[config.mk]
export PLATFORM = sky130hd
export DESIGN_NAME = if_stage
export DESIGN_NICKNAME = d
export VERILOG_FILES = /design/src/rtl/if_stage_pkg.sv /design/src/rtl/if_next_pc.sv /design/src/rtl/if_stage.sv
export SDC_FILE = /design/constraint.sdc
export NUM_CORES = 1
export LEC_CHECK = 0
export ABC_AREA = 1
export CAP_MARGIN = 40
export CORE_AREA = 3 3 118 120
export CTS_CLUSTER_DIAMETER = 50
export DETAILED_ROUTE_END_ITERATION = 8
export DIE_AREA = 0 0 121 123
export PLACE_DENSITY = 0.87
export SLEW_MARGIN = 25
export SYNTH_ARGS = -nofsm -noshare
export SYNTH_HDL_FRONTEND = slang
export SYNTH_SLANG_ARGS = --single-unit
[constraint.sdc]
create_clock -name clk -period 4.9 [get_ports clk]
set_input_delay 0.98 -clock clk [delete_from_list [all_inputs] [get_ports clk]]
set_output_delay 0.98 -clock clk [all_outputs]
set_load 0.02 [all_outputs]
[src/rtl/if_stage_pkg.sv]
// Shared definitions for the instruction-fetch stage: reset/exception vectors,
// CP0 STATUS/CAUSE bit positions, next-PC source selector and the interrupt
// pending helper.
package if_stage_pkg;

    localparam logic [31:0] RESET_PC_DEF = 32'hbfc00000;
    localparam logic [31:0] EXC_VEC_DEF  = 32'hbfc00380;

    // CP0 STATUS fields
    localparam int STATUS_IE_BIT  = 0;
    localparam int STATUS_EXL_BIT = 1;
    localparam int STATUS_IM_HI   = 15;
    localparam int STATUS_IM_LO   = 8;

    // CP0 CAUSE fields
    localparam int CAUSE_IP_HI = 15;
    localparam int CAUSE_IP_LO = 8;

    // Source of the next fetch address, listed in priority order
    typedef enum logic [2:0] {
        SEL_EXC   = 3'd0,
        SEL_ERET  = 3'd1,
        SEL_STALL = 3'd2,
        SEL_J     = 3'd3,
        SEL_JR    = 3'd4,
        SEL_BR    = 3'd5,
        SEL_SEQ   = 3'd6
    } pc_sel_e;

    // An interrupt is pending when enabled, not already in exception level,
    // and at least one unmasked line is asserted.
    function automatic logic int_pending(input logic [31:0] status,
                                         input logic [31:0] cause);
        logic [7:0] im;
        logic [7:0] ip;
        im = status[STATUS_IM_HI:STATUS_IM_LO];
        ip = cause[CAUSE_IP_HI:CAUSE_IP_LO];
        return status[STATUS_IE_BIT] & ~status[STATUS_EXL_BIT] & (|(ip & im));
    endfunction

endpackage

[src/rtl/if_next_pc.sv]
// Next fetch address selection: a pure combinational priority mux over
// exception, eret, stall, jump, jump-register, taken branch and sequential.
module if_next_pc
    import if_stage_pkg::*;
#(
    parameter logic [31:0] EXC_VEC = EXC_VEC_DEF
) (
    input  logic        exc_valid,
    input  logic        eret,
    input  logic        stall,
    input  logic        j_type,
    input  logic        jr_type,
    input  logic        br_type,
    input  logic        br_taken,
    input  logic [15:0] br_index,
    input  logic [25:0] j_index,
    input  logic [31:0] jr_index,
    input  logic [31:0] epc,
    input  logic [31:0] pc_q,
    output logic [31:0] next_pc
);

    pc_sel_e            sel;
    logic signed [31:0] br_off;

    // Branch offset is the sign-extended word offset; base is the delay-slot PC.
    assign br_off = {{14{br_index[15]}}, br_index, 2'b00};

    // Resolve which redirect source wins this cycle
    always_comb begin
        sel = SEL_SEQ;
        if (exc_valid)                sel = SEL_EXC;
        else if (eret)                sel = SEL_ERET;
        else if (stall)               sel = SEL_STALL;
        else if (j_type)              sel = SEL_J;
        else if (jr_type)             sel = SEL_JR;
        else if (br_type && br_taken) sel = SEL_BR;
    end

    // Form the address for the selected source
    always_comb begin
        next_pc = pc_q + 32'd4;
        case (sel)
            SEL_EXC:   next_pc = EXC_VEC;
            SEL_ERET:  next_pc = epc;
            SEL_STALL: next_pc = pc_q;
            SEL_J:     next_pc = {pc_q[31:28], j_index, 2'b00};
            SEL_JR:    next_pc = jr_index;
            SEL_BR:    next_pc = pc_q + $unsigned(br_off);
            default:   next_pc = pc_q + 32'd4;
        endcase
    end

endmodule

[src/rtl/if_stage.sv]
// Instruction-fetch stage: owns the PC, drives the synchronous instruction
// SRAM and presents the fetched word plus BD/address-error/interrupt tags to
// decode. A bubble is presented as inst 0 at RESET_PC.
module if_stage
    import if_stage_pkg::*;
#(
    parameter logic [31:0] RESET_PC = RESET_PC_DEF,
    parameter logic [31:0] EXC_VEC  = EXC_VEC_DEF
) (
    input  logic        clk,
    input  logic        resetn,
    input  logic        ID_stall,
    input  logic        ID_br_taken,
    input  logic        ID_br_type,
    input  logic        ID_j_type,
    input  logic        ID_jr_type,
    input  logic [15:0] ID_br_index,
    input  logic [25:0] ID_j_index,
    input  logic [31:0] ID_jr_index,
    input  logic        ID_delay_slot,
    input  logic        ID_eret,
    input  logic        exc_valid,
    input  logic [31:0] CP0_EPC,
    input  logic [31:0] CP0_STATUS,
    input  logic [31:0] CP0_CAUSE,
    output logic        inst_sram_en,
    output logic [31:0] inst_sram_addr,
    input  logic [31:0] inst_sram_rdata,
    output logic [31:0] IF_pc,
    output logic [31:0] IF_inst,
    output logic        IF_BD,
    output logic        IF_inst_addr_err,
    output logic        IF_interrupt
);

    logic [31:0] pc_q;
    logic [31:0] next_pc;
    logic        if_valid;
    logic        int_sent;
    logic        int_pend;
    logic        misaligned;
    logic        unused_cp0;

    // Only the IE/EXL/IM and IP fields of CP0 are consumed here
    assign unused_cp0 = ^{CP0_STATUS[31:16], CP0_STATUS[7:2],
                          CP0_CAUSE[31:16], CP0_CAUSE[7:0]};

    if_next_pc #(
        .EXC_VEC (EXC_VEC)
    ) u_next_pc (
        .exc_valid (exc_valid),
        .eret      (ID_eret),
        .stall     (ID_stall),
        .j_type    (ID_j_type),
        .jr_type   (ID_jr_type),
        .br_type   (ID_br_type),
        .br_taken  (ID_br_taken),
        .br_index  (ID_br_index),
        .j_index   (ID_j_index),
        .jr_index  (ID_jr_index),
        .epc       (CP0_EPC),
        .pc_q      (pc_q),
        .next_pc   (next_pc)
    );

    // The SRAM is addressed with next_pc so its data lines up with pc_q next
    // cycle; a stall re-issues pc_q so the held word stays coherent.
    assign inst_sram_addr = next_pc;
    assign inst_sram_en   = resetn & (next_pc[1:0] == 2'b00);

    // PC register; if_valid marks that rdata belongs to pc_q (0 right after reset)
    always_ff @(posedge clk or negedge resetn) begin
        if (!resetn) begin
            pc_q     <= RESET_PC - 32'd4;
            if_valid <= 1'b0;
        end else begin
            pc_q     <= next_pc;
            if_valid <= 1'b1;
        end
    end

    assign misaligned = (pc_q[1:0] != 2'b00);
    assign int_pend   = int_pending(CP0_STATUS, CP0_CAUSE);

    // Outputs to decode; misaligned fetches carry a zero word and the bad PC
    assign IF_pc            = if_valid ? pc_q : RESET_PC;
    assign IF_inst          = (if_valid && !misaligned) ? inst_sram_rdata : 32'd0;
    assign IF_BD            = ID_delay_slot & if_valid;
    assign IF_inst_addr_err = misaligned & if_valid;
    assign IF_interrupt     = int_pend & ~int_sent & if_valid & ~ID_eret & ~exc_valid;

    // Remember that the current interrupt event has been tagged onto an
    // accepted instruction, so it is tagged only once until serviced.
    always_ff @(posedge clk or negedge resetn) begin
        if (!resetn) begin
            int_sent <= 1'b0;
        end else if (exc_valid || !int_pend) begin
            int_sent <= 1'b0;
        end else if (IF_interrupt && !ID_stall) begin
            int_sent <= 1'b1;
        end
    end

endmodule
Yosys cells after proc, flatten, opt, wreduce, memory -nomap -nowiden

Cells that the tools add are included.

Register bits after elaboration: 34
Output and inout bits: 100

Add/sub/neg operators: 2
Eq/ne operators: 5
Multiplexer cells: 11
Bitwise gates (word level): 14
Reduce and logical (&&, ||, !) cells: 12

Operator list:

| cell                                                             | number |
|---|---|
| 32-bit case mux with 6 select lines                              | 1 |
| 32-bit two-way mux                                               | 2 |
| 32-bit by 3-bit adder with 32-bit output (second input constant) | 1 |
| 32-bit adder                                                     | 1 |
| 3-bit two-way mux                                                | 5 |
| 1-bit bitwise AND                                                | 9 |
| 8-bit bitwise AND                                                | 1 |
| 8-bit OR reduction                                               | 1 |
| 3-bit by 2-bit == test with 1-bit output (second input constant) | 2 |
| 3-bit == test (second input constant)                            | 2 |
| 1-bit NOT                                                        | 4 |
| 2-bit nonzero test                                               | 2 |
| 3-bit by 1-bit == test with 1-bit output (second input constant) | 1 |
| 1-bit logical AND                                                | 3 |
| 1-bit logical NOT                                                | 3 |
| 3-bit logical NOT                                                | 1 |
| 2-bit logical NOT                                                | 1 |
| 1-bit two-way mux                                                | 2 |
| 2-bit two-way mux                                                | 1 |
| 1-bit logical OR                                                 | 1 |

Depth between registers and ports, before layout

Gate-level depths: netlist (run 1).

Depth after elaboration: 11
Mapped depth: 26
Mapped depth without buffers: 26

Modules after synthesis

A second synthesis (run 1) with hierarchy kept.

Cells, all modules: 763
Area, all modules: 4563.1 um^2

Modules (own cells, without submodules):

| module     | times used | cells each | area each (um^2) | sequential area each (um^2) |
|---|---|---|---|---|
| if_next_pc | 1          | 570        | 3020.4           | 0.0 |
| if_stage   | 1          | 193        | 1542.7           | 885.8 |

Least setup slack after synthesis (run 1)

No wires, ideal clock.

Path type: input port to output port
Start point: input port ID_eret
End point: output port inst_sram_addr[26]
Arrival time: 3808 ps
Required time: 3920 ps
Setup slack: 112 ps
Stages: 20
Cells stage by stage: nor2_2 > inv_2 > nor3_4 > nand4_4 > or2_2 > ha_1 > fa_1 > inv_1 > o31ai_1 > nand3_1 > nand2_1 > nand2_1 > inv_1 > nand3_1 > nand3_1 > nand2_1 > nand2_2 > nand2_1 > a21oi_1 > o21ai_1

Word-level cells in the longest chain between the ends: 4

RTL lines:

| element                                     | line             | RTL |
|---|---|---|
| start, declared                             | if_stage.sv:21   | `input logic ID_eret,` |
| 3-bit two-way mux *                         | if_next_pc.sv:33 | `else if (eret) sel = SEL_ERET;` |
| 3-bit two-way mux *                         | if_next_pc.sv:32 | `if (exc_valid) sel = SEL_EXC;` |
| 3-bit == test, or another cell as far along | if_next_pc.sv:43 | `case (sel)` |
| 32-bit case mux with 6 select lines *       | if_next_pc.sv:43 |  |
| end, declared                               | if_stage.sv:27   | `output logic [31:0] inst_sram_addr,` |

Every way passes the cells marked *; elsewhere a longest branch is shown, timed or not.

Final worst setup path (run 1)

Start point: input port ID_jr_type
End point: output port inst_sram_addr[30]

Word-level cells in the longest chain between the ends: 7

RTL lines:

| element                                     | line             | RTL |
|---|---|---|
| start, declared                             | if_stage.sv:16   | `input logic ID_jr_type,` |
| 3-bit two-way mux *                         | if_next_pc.sv:36 | `else if (jr_type) sel = SEL_JR;` |
| 3-bit two-way mux *                         | if_next_pc.sv:35 | `else if (j_type) sel = SEL_J;` |
| 3-bit two-way mux *                         | if_next_pc.sv:34 | `else if (stall) sel = SEL_STALL;` |
| 3-bit two-way mux *                         | if_next_pc.sv:33 |  |
| 3-bit two-way mux *                         | if_next_pc.sv:32 |  |
| 3-bit == test, or another cell as far along | if_next_pc.sv:43 |  |
| 32-bit case mux with 6 select lines *       | if_next_pc.sv:43 |  |

Marks and branches as above.

==> out/results.tsv, run 1 <==
metric	value	unit
sum of overflow across all layers after global routing	0	
fraction of synthesized area in multiplexers	0	%
top cell type's share of synthesized area	20.1	%
cells after synthesis	748	
Syn. warnings	0	
power per cell area	162	nW/um2
Final Max Tran Viols	0	
biggest area consumer among synthesized cells	sky130_fd_sc_hd__nand2_1	
proportion of total power due to net switching	37.3	%
startpoint types	input pin	
CTS tree	built	
cell leakage power	4.23	nW
worst supply voltage drop on vdd	0.112	mV
fraction of registers with async set or reset after synthesis	100	%
Wirelength per Cell	17.0	um
Peak Freq	0.211	GHz
H-tree level count	2	
remaining design rule violation count	0	
DR vias/cell	5.12	
Primary FF master, synth	sky130_fd_sc_hd__dfstp_2	
die span in x	121	um
source-to-sink clock delay at the later pin of the worst-skew pair	0.29	ns
nature of the critical path endpoint	output pin	
register area share after synthesis	20.1	%
post-synthesis share of cell area spent on full adders, half adders and majority gates	5.00	%
Slew HR	60.7	%
antenna violations before repair	0	
status	complete, no violations	
crit path time final	4.73	ns
area of the die	14900	um2
Layout fillers	1102	
number of cells in the finished layout apart from fillers	1299	
critical path class	in -> out	
clock slew at the register clock pins of the worst setup and hold paths	0.06	ns
IO buf count	265	
net count after synthesis	977	
worst clock skew	0.00797	ns
standard-cell rows	42	
Max Cap Violations	0	
total count of hold-check failures in the final report	0	
fraction of power consumed by the clock network	24.7	%
worst slack at placement	-0.812	ns
top cells by area, synth	sky130_fd_sc_hd__nand2_1 (20%), sky130_fd_sc_hd__dfstp_2 (17%), sky130_fd_sc_hd__inv_1 (10%)	
Net Switching	522	uW
Initial Utilization	33.7	%
type of the most critical hold path	reg -> reg	
initial detailed-routing violation count	519	
cell at the root of the clock tree	sky130_fd_sc_hd__clkbuf_16	
height of the die	123	um
TritonRoute pass-1 iters	5	
crit path setup slack, layout	0.172	ns
post-place instance area	8060	um2
fraction of power consumed by sequential logic	25.8	%
data arrival time of the critical path	3.75	ns
largest family of logic cells by synthesized area	simple AND/OR/NAND/NOR gates	
number of enable-type register cells in the synthesized netlist	0	
largest net degree at the start of global routing	37	
total setup violations reported at the end of the flow	0	
Cell Area, Synth	4400	um2
Post-Route WL	22100	um
number of ports placed on the die boundary	312	
leading cell types by count after synthesis	sky130_fd_sc_hd__nand2_1 (236), sky130_fd_sc_hd__inv_1 (122), sky130_fd_sc_hd__nor2_1 (88)	
Post-Synth Simple-Gate Area	39.2	%
overall global routing resource usage	28.1	%
number of unique standard cell types used by synthesis	43	
final core occ	66.0	%
clock sinks	34	
area of the placeable core	13100	um2
Post-Syn Area per Cell	5.89	um2
area grow syn2layout	96.2	%
Worst Path Max Fanout	3	
wire length of the first global-routing pass	33000	um
XOR/XNOR Fraction of Synth Area	2.98	%
most common cell in the synthesized netlist	sky130_fd_sc_hd__nand2_1	
fraction of the mapped netlist area in compound gates	18.6	%
crit share post-route	96.5	%
Worst-Margin Slew	0.582	ns
flip-flop and latch count after synthesis	34	
clock buffer count from CTS	5	
vias in the first global route	6664	
final net count	1349	
fraction of final layout cells sized beyond drive strength 1	25.2	%
cell-internal power	878	uW
setup total negative slack	0	ns
share of power burned in combinational logic	49.5	%
required time at the endpoint of the critical path	3.92	ns
hold_buf cts	0	
PnR Total Power	1.40	mW
final worst hold slack	0.560	ns
number of vias in the routed layout	6651	
half-perimeter wire length after detailed placement	16900	um
final estimated routing congestion in global placement	0.935	
placed instance count	1275	
post-layout instance area	8640	um2
Antenna Nets Post-Route	0	
largest buffer count on any clock path	2	
-- power groups by stage --
stage                     Combinational, mW  Sequential [mW]  Clock [mW]
after detailed placement              0.663            0.362           0
after global routing                  0.741            0.366       0.367
after global placement                0.655            0.362           0
after CTS                             0.674            0.358       0.353
after floorplan                       0.282            0.346           0
final                                 0.693            0.362       0.345
-- flip-flops by register name (all words and copies together), names as in the netlist --
name and cells:
if_valid 1, int_sent 1, pc_q 32
-- critical path, stage by stage --
cell and delay [ns]:
sky130_fd_sc_hd__clkbuf_2 0.08, sky130_fd_sc_hd__inv_2 0.04, sky130_fd_sc_hd__buf_4 0.12, sky130_fd_sc_hd__nand2_1 0.05, sky130_fd_sc_hd__nand2_1 0.07, sky130_fd_sc_hd__nand2_2 0.10, sky130_fd_sc_hd__nand4_4 0.19, sky130_fd_sc_hd__or2_4 0.29
sky130_fd_sc_hd__ha_4 0.16, sky130_fd_sc_hd__fa_2 0.35, sky130_fd_sc_hd__inv_2 0.10, sky130_fd_sc_hd__o31ai_4 0.08, sky130_fd_sc_hd__nand3_2 0.07, sky130_fd_sc_hd__nand2_2 0.07, sky130_fd_sc_hd__nand2_2 0.08, sky130_fd_sc_hd__inv_2 0.04
sky130_fd_sc_hd__nand3_2 0.08, sky130_fd_sc_hd__nand3_2 0.08, sky130_fd_sc_hd__nand2_2 0.09, sky130_fd_sc_hd__nand2_4 0.07, sky130_fd_sc_hd__nand2_2 0.09, sky130_fd_sc_hd__nand2_1 0.05, sky130_fd_sc_hd__nand2_1 0.05, sky130_fd_sc_hd__nand2_1 0.04
sky130_fd_sc_hd__nand2_1 0.09, sky130_fd_sc_hd__nand2_2 0.07, sky130_fd_sc_hd__buf_6 0.14
-- metal layers --
layer / part of all wire, % / up-vias / GRT usage [%]
met4: 3.7 / 0 / 12.3
met1: 37 / 3078 / 32.3
met2: 51 / 341 / 49.4
met5: 0 / - / 0
met3: 8.8 / 57 / 7.27
li1: - / 3175 / -
-- kinds of logic after synthesis --
logic type,count (synthesis)
AO/OA/AOI/OAI,120
XOR/XNOR,15
adder cells (fa/ha/maj),17
buffers and inverters,155
flip-flops,34
other,1
AND/OR/NAND/NOR,406
-- layout make-up --
| class | count | area [um2] | share of cell area, % |
|---|---|---|---|
| Tap cell | 176 | 220 | 2.55 |
| Antenna cell | 2 | 5.00 | 0.0579 |
| Clock inverter | 1 | 5.00 | 0.0579 |
| Inverter | 125 | 469 | 5.43 |
| Sequential cell | 34 | 886 | 10.3 |
| Clock buffer | 7 | 143 | 1.65 |
| Timing Repair Buffer | 395 | 3650 | 42.3 |
| Multi-Input combinational cell | 559 | 3260 | 37.7 |
-- final timing paths --
| kind | startpoint | endpoint | slack, ns | cells after the start |
|---|---|---|---|---|
| worst max-delay path | ID_jr_type | inst_sram_addr[30] | 0.17 | 27 |
| worst min register to register | pc_q[16]$_DFF_PN1_ | pc_q[16]$_DFF_PN1_ | 0.56 | 2 |
| worst min-delay path | pc_q[16]$_DFF_PN1_ | pc_q[16]$_DFF_PN1_ | 0.56 | 2 |
| min in group asynchronous | resetn | pc_q[30]$_DFF_PN0_ | 0.78 | 2 |
| max in group asynchronous | resetn | pc_q[8]$_DFF_PN1_ | 3.76 | 2 |
| worst max register to register | pc_q[2]$_DFF_PN1_ | pc_q[30]$_DFF_PN0_ | 2.30 | 19 |
-- timing repair --
| action | in CTS | in global routing |
|---|---|---|
| pin swaps | 36 | 33 |
| gates cloned | 1 | 0 |
| endpoints found under the setup margin | 28 | 27 |
| setup buffers | 10 | 3 |
| gates resized for setup | 147 | 52 |
-- placed cells by master, fill, tap and decap left out, drive strengths merged, types with 2 or more instances in the layout --
cell type	count
nor3	5
xor2	11
a22o	12
nand3	40
o41ai	9
nand3b	4
o2111ai	4
nor2	94
inv	124
diode	2
a221oi	20
o211ai	7
clkdlybuf4s50	233
xnor2	4
a31oi	9
a32oi	3
dfstp	28
dfrtp	6
a21oi	33
clkinv	2
o31ai	2
ha	16
nand2	246
clkdlybuf4s15	2
dlygate4sd2	8
buf	150
clkbuf	9
or2	2
o21ai	20
nand4	12
No activity file was read; power rests on OpenSTA's default activity.
==> run 2, diff against run 1 <==
- CELL_PAD_IN_SITES_DETAIL_PLACEMENT: default -> 1
- CELL_PAD_IN_SITES_GLOBAL_PLACEMENT: default -> 2
- CORE_AREA: 3 3 118 120 -> default
- CORE_MARGIN: default -> 3
- CORE_UTILIZATION: default -> 16
- DIE_AREA: 0 0 121 123 -> default
- PLACE_DENSITY: 0.87 -> 0.9
- SKIP_LAST_GASP: default -> 1
==> run 2 against run 1 <==
Net effect: die area rose by 99%; combinational power rose by 4.3%; clock power rose by 2%; first-iteration DRC count fell by 64%; global-route usage fell by 11 points; core utilization fell by 33 points; clock-buffer cell count fell by 1; setup slack improved by 0.030 ns; sequential share of layout area fell by 0.39 points; register-to-register slack improved by 0.13 ns; largest cell class unchanged.
==> out/results.tsv, run 2 (synthesized netlist as in run 1, its figures left out) <==
metric	value	unit	change
largest registers	pc_q x32, if_valid x1, int_sent x1		
worst min-delay path startpoint	pc_q[16]$_DFF_PN1_		
Net Switching	544	uW	+4.4%
final estimated routing congestion in global placement	0.879		-6.0%
most common cell after layout, fill and taps aside	sky130_fd_sc_hd__clkdlybuf4s50_1		
sum of overflow across all layers after global routing	0		unchanged
largest net degree at the start of global routing	36		-2.7%
final core occ	33.3	%	-33 points
H-tree level count	2		unchanged
number of cells in the finished layout apart from fillers	1484		+14%
crit-path cells	buf_4 > nor2_4 > inv_2 > nor3_4 > nand4_4 > buf_12 > nor2_4 > ha_4 > a21oi_2 > nand2_1 > buf_4 > buf_4 > xor2_1 > o21ai_0 > clkdlybuf4s50_1		
total setup violations reported at the end of the flow	0		unchanged
Initial Utilization	16.3	%	-17 points
die span in x	172	um	+42%
type of the most critical hold path	reg -> reg		
status	complete, no violations		
Final Max Tran Viols	0		unchanged
data arrival time of the critical path	3.72	ns	-0.03 ns
Antenna Nets Post-Route	0		unchanged
leading cell types in the layout, fill and taps excluded	sky130_fd_sc_hd__clkdlybuf4s50_1 (233), sky130_fd_sc_hd__nand2_1 (210), sky130_fd_sc_hd__buf_4 (150)		
cell repeated most along the worst path	sky130_fd_sc_hd__buf_4		
area of the placeable core	27000	um2	+110%
area of the die	29600	um2	+99%
cell leakage power	4.32	nW	+2.1%
area grow syn2layout	104	%	
Worst path slowest cell	sky130_fd_sc_hd__clkdlybuf4s50_1		
crit path time final	4.70	ns	-0.0298 ns
reg-to-reg slack, setup	2.43	ns	+0.13 ns
remaining design rule violation count	0		unchanged
number of vias in the routed layout	6567		-1.3%
final net count	1368		+1.4%
Max Cap Violations	0		unchanged
clock buffer count from CTS	5		unchanged
fraction of final layout cells sized beyond drive strength 1	27.3	%	+2.0 points
Layout fillers	3355		+200%
crit share post-route	95.9	%	-0.61 points
Worst Path Max Fanout	8		+5
setup total negative slack	0	ns	unchanged
clock sinks	34		unchanged
nature of the critical path endpoint	output pin		
required time at the endpoint of the critical path	3.92	ns	about the same
Slew HR	53.8	%	-6.9 points
total count of hold-check failures in the final report	0		unchanged
power per cell area	160	nW/um2	-1.2%
proportion of total power due to net switching	37.8	%	+0.58 points
share of power burned in combinational logic	50.2	%	+0.7 points
hold depth	2		unchanged
Peak Freq	0.213	GHz	+0.63%
TritonRoute pass-1 iters	4		-1
cell-internal power	894	uW	+1.8%
startpoint types	input pin		
worst clock skew	0.0140	ns	+0.00602 ns
R2R Path Start	pc_q[2]$_DFF_PN1_		
largest register by flop count	pc_q		
fraction of power consumed by sequential logic	25.4	%	-0.4 points
standard-cell rows	60		+43%
max reg flops	32		unchanged
IO buf count	265		unchanged
CP max stage delay	0.69	ns	+0.34 ns
initial detailed-routing violation count	189		-64%
number of ports placed on the die boundary	312		unchanged
fraction of power consumed by the clock network	24.4	%	-0.3 points
Worst-Margin Slew	0.684	ns	+0.102 ns
Hold Crit Endpoint	pc_q[16]$_DFF_PN1_		
placed instance count	1456		+14%
critical path class	in -> out		
CTS tree	built		
cell at the root of the clock tree	sky130_fd_sc_hd__clkbuf_16		
Wirelength per Cell	17.4	um	+2.2%
clock slew at the register clock pins of the worst setup and hold paths	0.07	ns	about the same
worst supply voltage drop on vdd	0.0957	mV	-14%
vias in the first global route	7049		+5.8%
terminus of the critical flop-to-flop path	pc_q[30]$_DFF_PN0_		
overall global routing resource usage	16.8	%	-11 points
final worst hold slack	0.551	ns	-0.00897 ns
wire length of the first global-routing pass	38400	um	+16%
height of the die	172	um	+40%
Post-Route WL	25800	um	+17%
antenna violations before repair	1		+1
CP Buf/Inv Count	6		unchanged
top cell family by delay on the critical path	buffers and inverters		
DR vias/cell	4.43		-14%
largest buffer count on any clock path	2		unchanged
Reg2Reg Depth	18		-1
half-perimeter wire length after detailed placement	20800	um	+23%
source-to-sink clock delay at the later pin of the worst-skew pair	0.30	ns	about the same
run 2: power groups by stage:
stage          Combinational (mW)  Clock [mW]  Sequential [mW]
6_report                    0.723       0.351            0.365
5_1_grt                     0.784       0.375            0.369
4_1_cts                     0.710       0.363            0.363
3_5_place_dp                0.704           0            0.367
3_3_place_gp                0.695           0            0.365
2_1_floorplan               0.282           0            0.346
run 2: repair_timing:
action | 4_1_cts | 5_1_grt
cloned | 1 | 0
hold buffers | 0 | 0
setup buffers | 5 | 11
endpoints found under the setup margin | 29 | 26
pin swaps | 27 | 42
gates resized for setup | 148 | 64
run 2: worst min-delay path, stage by stage, from the launching register on:
cell and delay [ns]:
sky130_fd_sc_hd__dfstp_2 0.38, sky130_fd_sc_hd__nand2_1 0.06, sky130_fd_sc_hd__nand3_1 0.09
run 2: worst max path at each step:
| stage | startpoint | to | slack (ns) | cells past startpoint |
|---|---|---|---|---|
| after floorplan | ID_eret | inst_sram_addr[26] | 0.11 | 20 |
| after global placement | exc_valid | inst_sram_addr[22] | -0.94 | 22 |
| after detailed placement | ID_j_type | inst_sram_addr[23] | -1.0 | 26 |
| after CTS | exc_valid | inst_sram_addr[30] | 0.006 | 25 |
| after global routing | exc_valid | inst_sram_addr[30] | -0.04 | 26 |
| final | exc_valid | inst_sram_addr[5] | 0.20 | 15 |
run 2: per-stage QoR:
step / power (mW) / worst slack (ns) / area [um2]
3_5_place_dp: 1.07 / -0.997 / 8380
5_1_grt: 1.53 / -0.0445 / 8980
4_1_cts: 1.44 / 0.00632 / 8700
6_report: 1.44 / 0.201 / 8990
3_3_place_gp: 1.06 / -0.937 / 8370
2_1_floorplan: 0.628 / 0.112 / 4400
run 2: routing by layer:
metal  global-route usage [%]  routed length, um  vias up  part of all wire [%]
li1                         -                  -     3212                     -
met1                     19.5              10500     3139                    41
met2                     30.9              13300      188                    51
met3                     3.96               1490       28                   5.8
met4                     4.41                584        0                   2.3
met5                        0                  0        -                     0
run 2: area by class of cell:
class,instances,area [um2],share of cell area [%]
multi-input combinational,559,3270,36.3
clock buffer,6,139,1.55
antenna,3,7.51,0.0835
clock inverter,2,12.5,0.139
inverter,125,469,5.22
sequential,34,886,9.86
timing repair buffer,414,3780,42.1
tap,341,427,4.75
==> run 3, diff against run 2 <==
- CORE_UTILIZATION: 16 -> 30
- DONT_BUFFER_PORTS: default -> 1
- PLACE_DENSITY: 0.9 -> default
- PLACE_DENSITY_LB_ADDON: default -> 0.1
==> run 3 against run 2 <==
Net effect: register-to-register slack worse by 0.07 ns; combinational power down 48%; cell area down 43%; critical path type unchanged; highest routed layer unchanged.
==> out/results.tsv, run 3 (synthesized netlist as in run 1, its figures left out) <==
metric	value	unit	change
status	complete, no violations		
Post-Route WL	19500	um	-24%
final worst hold slack	0.373	ns	-0.177 ns
fraction of final layout cells sized beyond drive strength 1	17.8	%	-9.5 points
data arrival time of the critical path	3.72	ns	about the same
Max Cap Violations	0		unchanged
height of the die	127	um	-26%
antenna violations before repair	0		-1
required time at the endpoint of the critical path	3.92	ns	about the same
type of the most critical hold path	in -> async		
largest net degree at the start of global routing	37		+2.8%
max reg flops	32		unchanged
CP max stage delay	0.42	ns	-0.27 ns
total count of hold-check failures in the final report	0		unchanged
total setup violations reported at the end of the flow	0		unchanged
Worst-Margin Slew	0.826	ns	+0.141 ns
Peak Freq	0.213	GHz	about the same
number of cells in the finished layout apart from fillers	946		-36%
clock slew at the register clock pins of the worst setup and hold paths	0.06	ns	about the same
IO buf count	0		-100%
largest register by flop count	pc_q		
H-tree level count	2		unchanged
number of ports placed on the die boundary	312		unchanged
area grow syn2layout	16.5	%	
cell at the root of the clock tree	sky130_fd_sc_hd__clkbuf_16		
antenna cells	0		-3
startpoint types	input pin		
clock buffer count from CTS	5		unchanged
area of the die	16200	um2	-45%
most common cell after layout, fill and taps aside	sky130_fd_sc_hd__nand2_1		
DR vias/cell	5.40		+22%
top cell family by delay on the critical path	simple AND/OR/NAND/NOR gates		
final core occ	36.4	%	+3.1 points
wire length of the first global-routing pass	30200	um	-21%
worst slack at placement	0.0283	ns	+1.03 ns
setup total negative slack	0	ns	unchanged
Initial Utilization	31.2	%	+15 points
clock sinks	34		unchanged
Worst Path Max Fanout	4		-4
Worst path slowest cell	sky130_fd_sc_hd__fa_2		
area of the placeable core	14100	um2	-48%
crit share post-route	95.8	%	about the same
largest registers	pc_q x32, if_valid x1, int_sent x1		
cell leakage power	2.70	nW	-38%
Antenna Nets Post-Route	0		unchanged
worst clock skew	0.00908	ns	-0.00491 ns
standard-cell rows	43		-28%
leading cell types in the layout, fill and taps excluded	sky130_fd_sc_hd__nand2_1 (219), sky130_fd_sc_hd__inv_1 (120), sky130_fd_sc_hd__nor2_1 (86)		
cell repeated most along the worst path	sky130_fd_sc_hd__nand2_2		
critical path class	in -> out		
overall global routing resource usage	23.5	%	+6.7 points
nature of the critical path endpoint	output pin		
die span in x	127	um	-26%
final estimated routing congestion in global placement	0.840		-4.4%
largest buffer count on any clock path	2		unchanged
vias in the first global route	5478		-22%
CTS tree	built		
crit path setup slack, layout	0.204	ns	+0.00303 ns
post-layout instance area	5130	um2	-43%
crit-path cells	nor2_2 > inv_2 > nor3_4 > nand4_4 > or2_4 > ha_4 > fa_2 > inv_2 > o31ai_2 > nand3_1 > nand2_2 > nand2_2 > inv_1 > nand3_2 > nand3_2 > nand2_2 > nand2_4 > nand2_2 > a21oi_1 > o21ai_1 > buf_4		
sum of overflow across all layers after global routing	0		unchanged
unrepaired setup endpoints after global routing	true		
worst supply voltage drop on vdd	0.106	mV	+10%
crit path time final	4.70	ns	-0.00303 ns
remaining design rule violation count	0		unchanged
source-to-sink clock delay at the later pin of the worst-skew pair	0.30	ns	about the same
power per cell area	218	nW/um2	+36%
Slew HR	44.2	%	-9.5 points
CP Buf/Inv Count	4		-2
Wirelength per Cell	20.6	um	+19%
PnR Total Power	1.12	mW	-22%
TritonRoute pass-1 iters	5		+1
Final Max Tran Viols	0		unchanged
initial detailed-routing violation count	269		+42%
placed instance count	932		-36%
number of vias in the routed layout	5112		-22%
half-perimeter wire length after detailed placement	15900	um	-24%
post-place instance area	4760	um2	-43%
final net count	994		-27%
Layout fillers	1918		-43%
run 3: worst paths after layout:
| path | from | end | depth (start not counted) | slack, ns |
|---|---|---|---|---|
| max | ID_eret | inst_sram_addr[26] | 21 | 0.20 |
| min | resetn | int_sent$_DFFE_PN0P_ | 0 | 0.37 |
| max reg2reg | pc_q[4]$_DFF_PN1_ | pc_q[19]$_DFF_PN1_ | 16 | 2.36 |
| min reg2reg | int_sent$_DFFE_PN0P_ | int_sent$_DFFE_PN0P_ | 2 | 0.59 |
| max in group asynchronous | resetn | pc_q[12]$_DFF_PN1_ | 0 | 4.34 |
| min in group clk | int_sent$_DFFE_PN0P_ | int_sent$_DFFE_PN0P_ | 2 | 0.59 |
run 3: timing repair:
item	4_1_cts	5_1_grt
buffers inserted	0	5
hold endpoints to repair	0	0
endpoints found under the setup margin	0	13
gates resized for setup	0	44
hold buffers	0	0
run 3: cell type report:
class	instances	area, um2	area share (%)
clock buffers	5	125	2.44
well taps	180	225	4.39
multi-input cells	559	3040	59.3
repair buffers	40	344	6.71
inverters	125	469	9.14
clock inverters	3	40.0	0.780
flip-flops and latches	34	886	17.3
run 3: power by group:
part / internal, mW / leakage (nW) / total, mW / switching, mW
sequential: 0.324 / 0.369 / 0.360 / 0.0358
combinational: 0.102 / 2.24 / 0.374 / 0.272
clock: 0.239 / 0.0836 / 0.384 / 0.146
run 3: worst reg2reg max path, stage by stage, from the launching register on:
cell and delay, ns:
sky130_fd_sc_hd__dfstp_2 0.54, sky130_fd_sc_hd__ha_1 0.27, sky130_fd_sc_hd__a21oi_2 0.17, sky130_fd_sc_hd__nand2_2 0.08, sky130_fd_sc_hd__nand3_1 0.08, sky130_fd_sc_hd__nand2_2 0.07
sky130_fd_sc_hd__nand3_2 0.07, sky130_fd_sc_hd__nand2_2 0.08, sky130_fd_sc_hd__nand3_1 0.10, sky130_fd_sc_hd__nand2_2 0.07, sky130_fd_sc_hd__nand2_2 0.08, sky130_fd_sc_hd__nand2_1 0.08
sky130_fd_sc_hd__nand2_1 0.10, sky130_fd_sc_hd__nand3_2 0.12, sky130_fd_sc_hd__xor2_1 0.18, sky130_fd_sc_hd__nand2_1 0.08, sky130_fd_sc_hd__nand3_1 0.22
run 3: layer usage:
| layer | wire length, um | vias to the layer above | track usage (%) |
|---|---|---|---|
| li1 | - | 2453 | - |
| met1 | 8210 | 2440 | 29.7 |
| met2 | 9680 | 192 | 40.3 |
| met3 | 1210 | 27 | 4.97 |
| met4 | 419 | 0 | 6.81 |
| met5 | 0 | - | 0 |
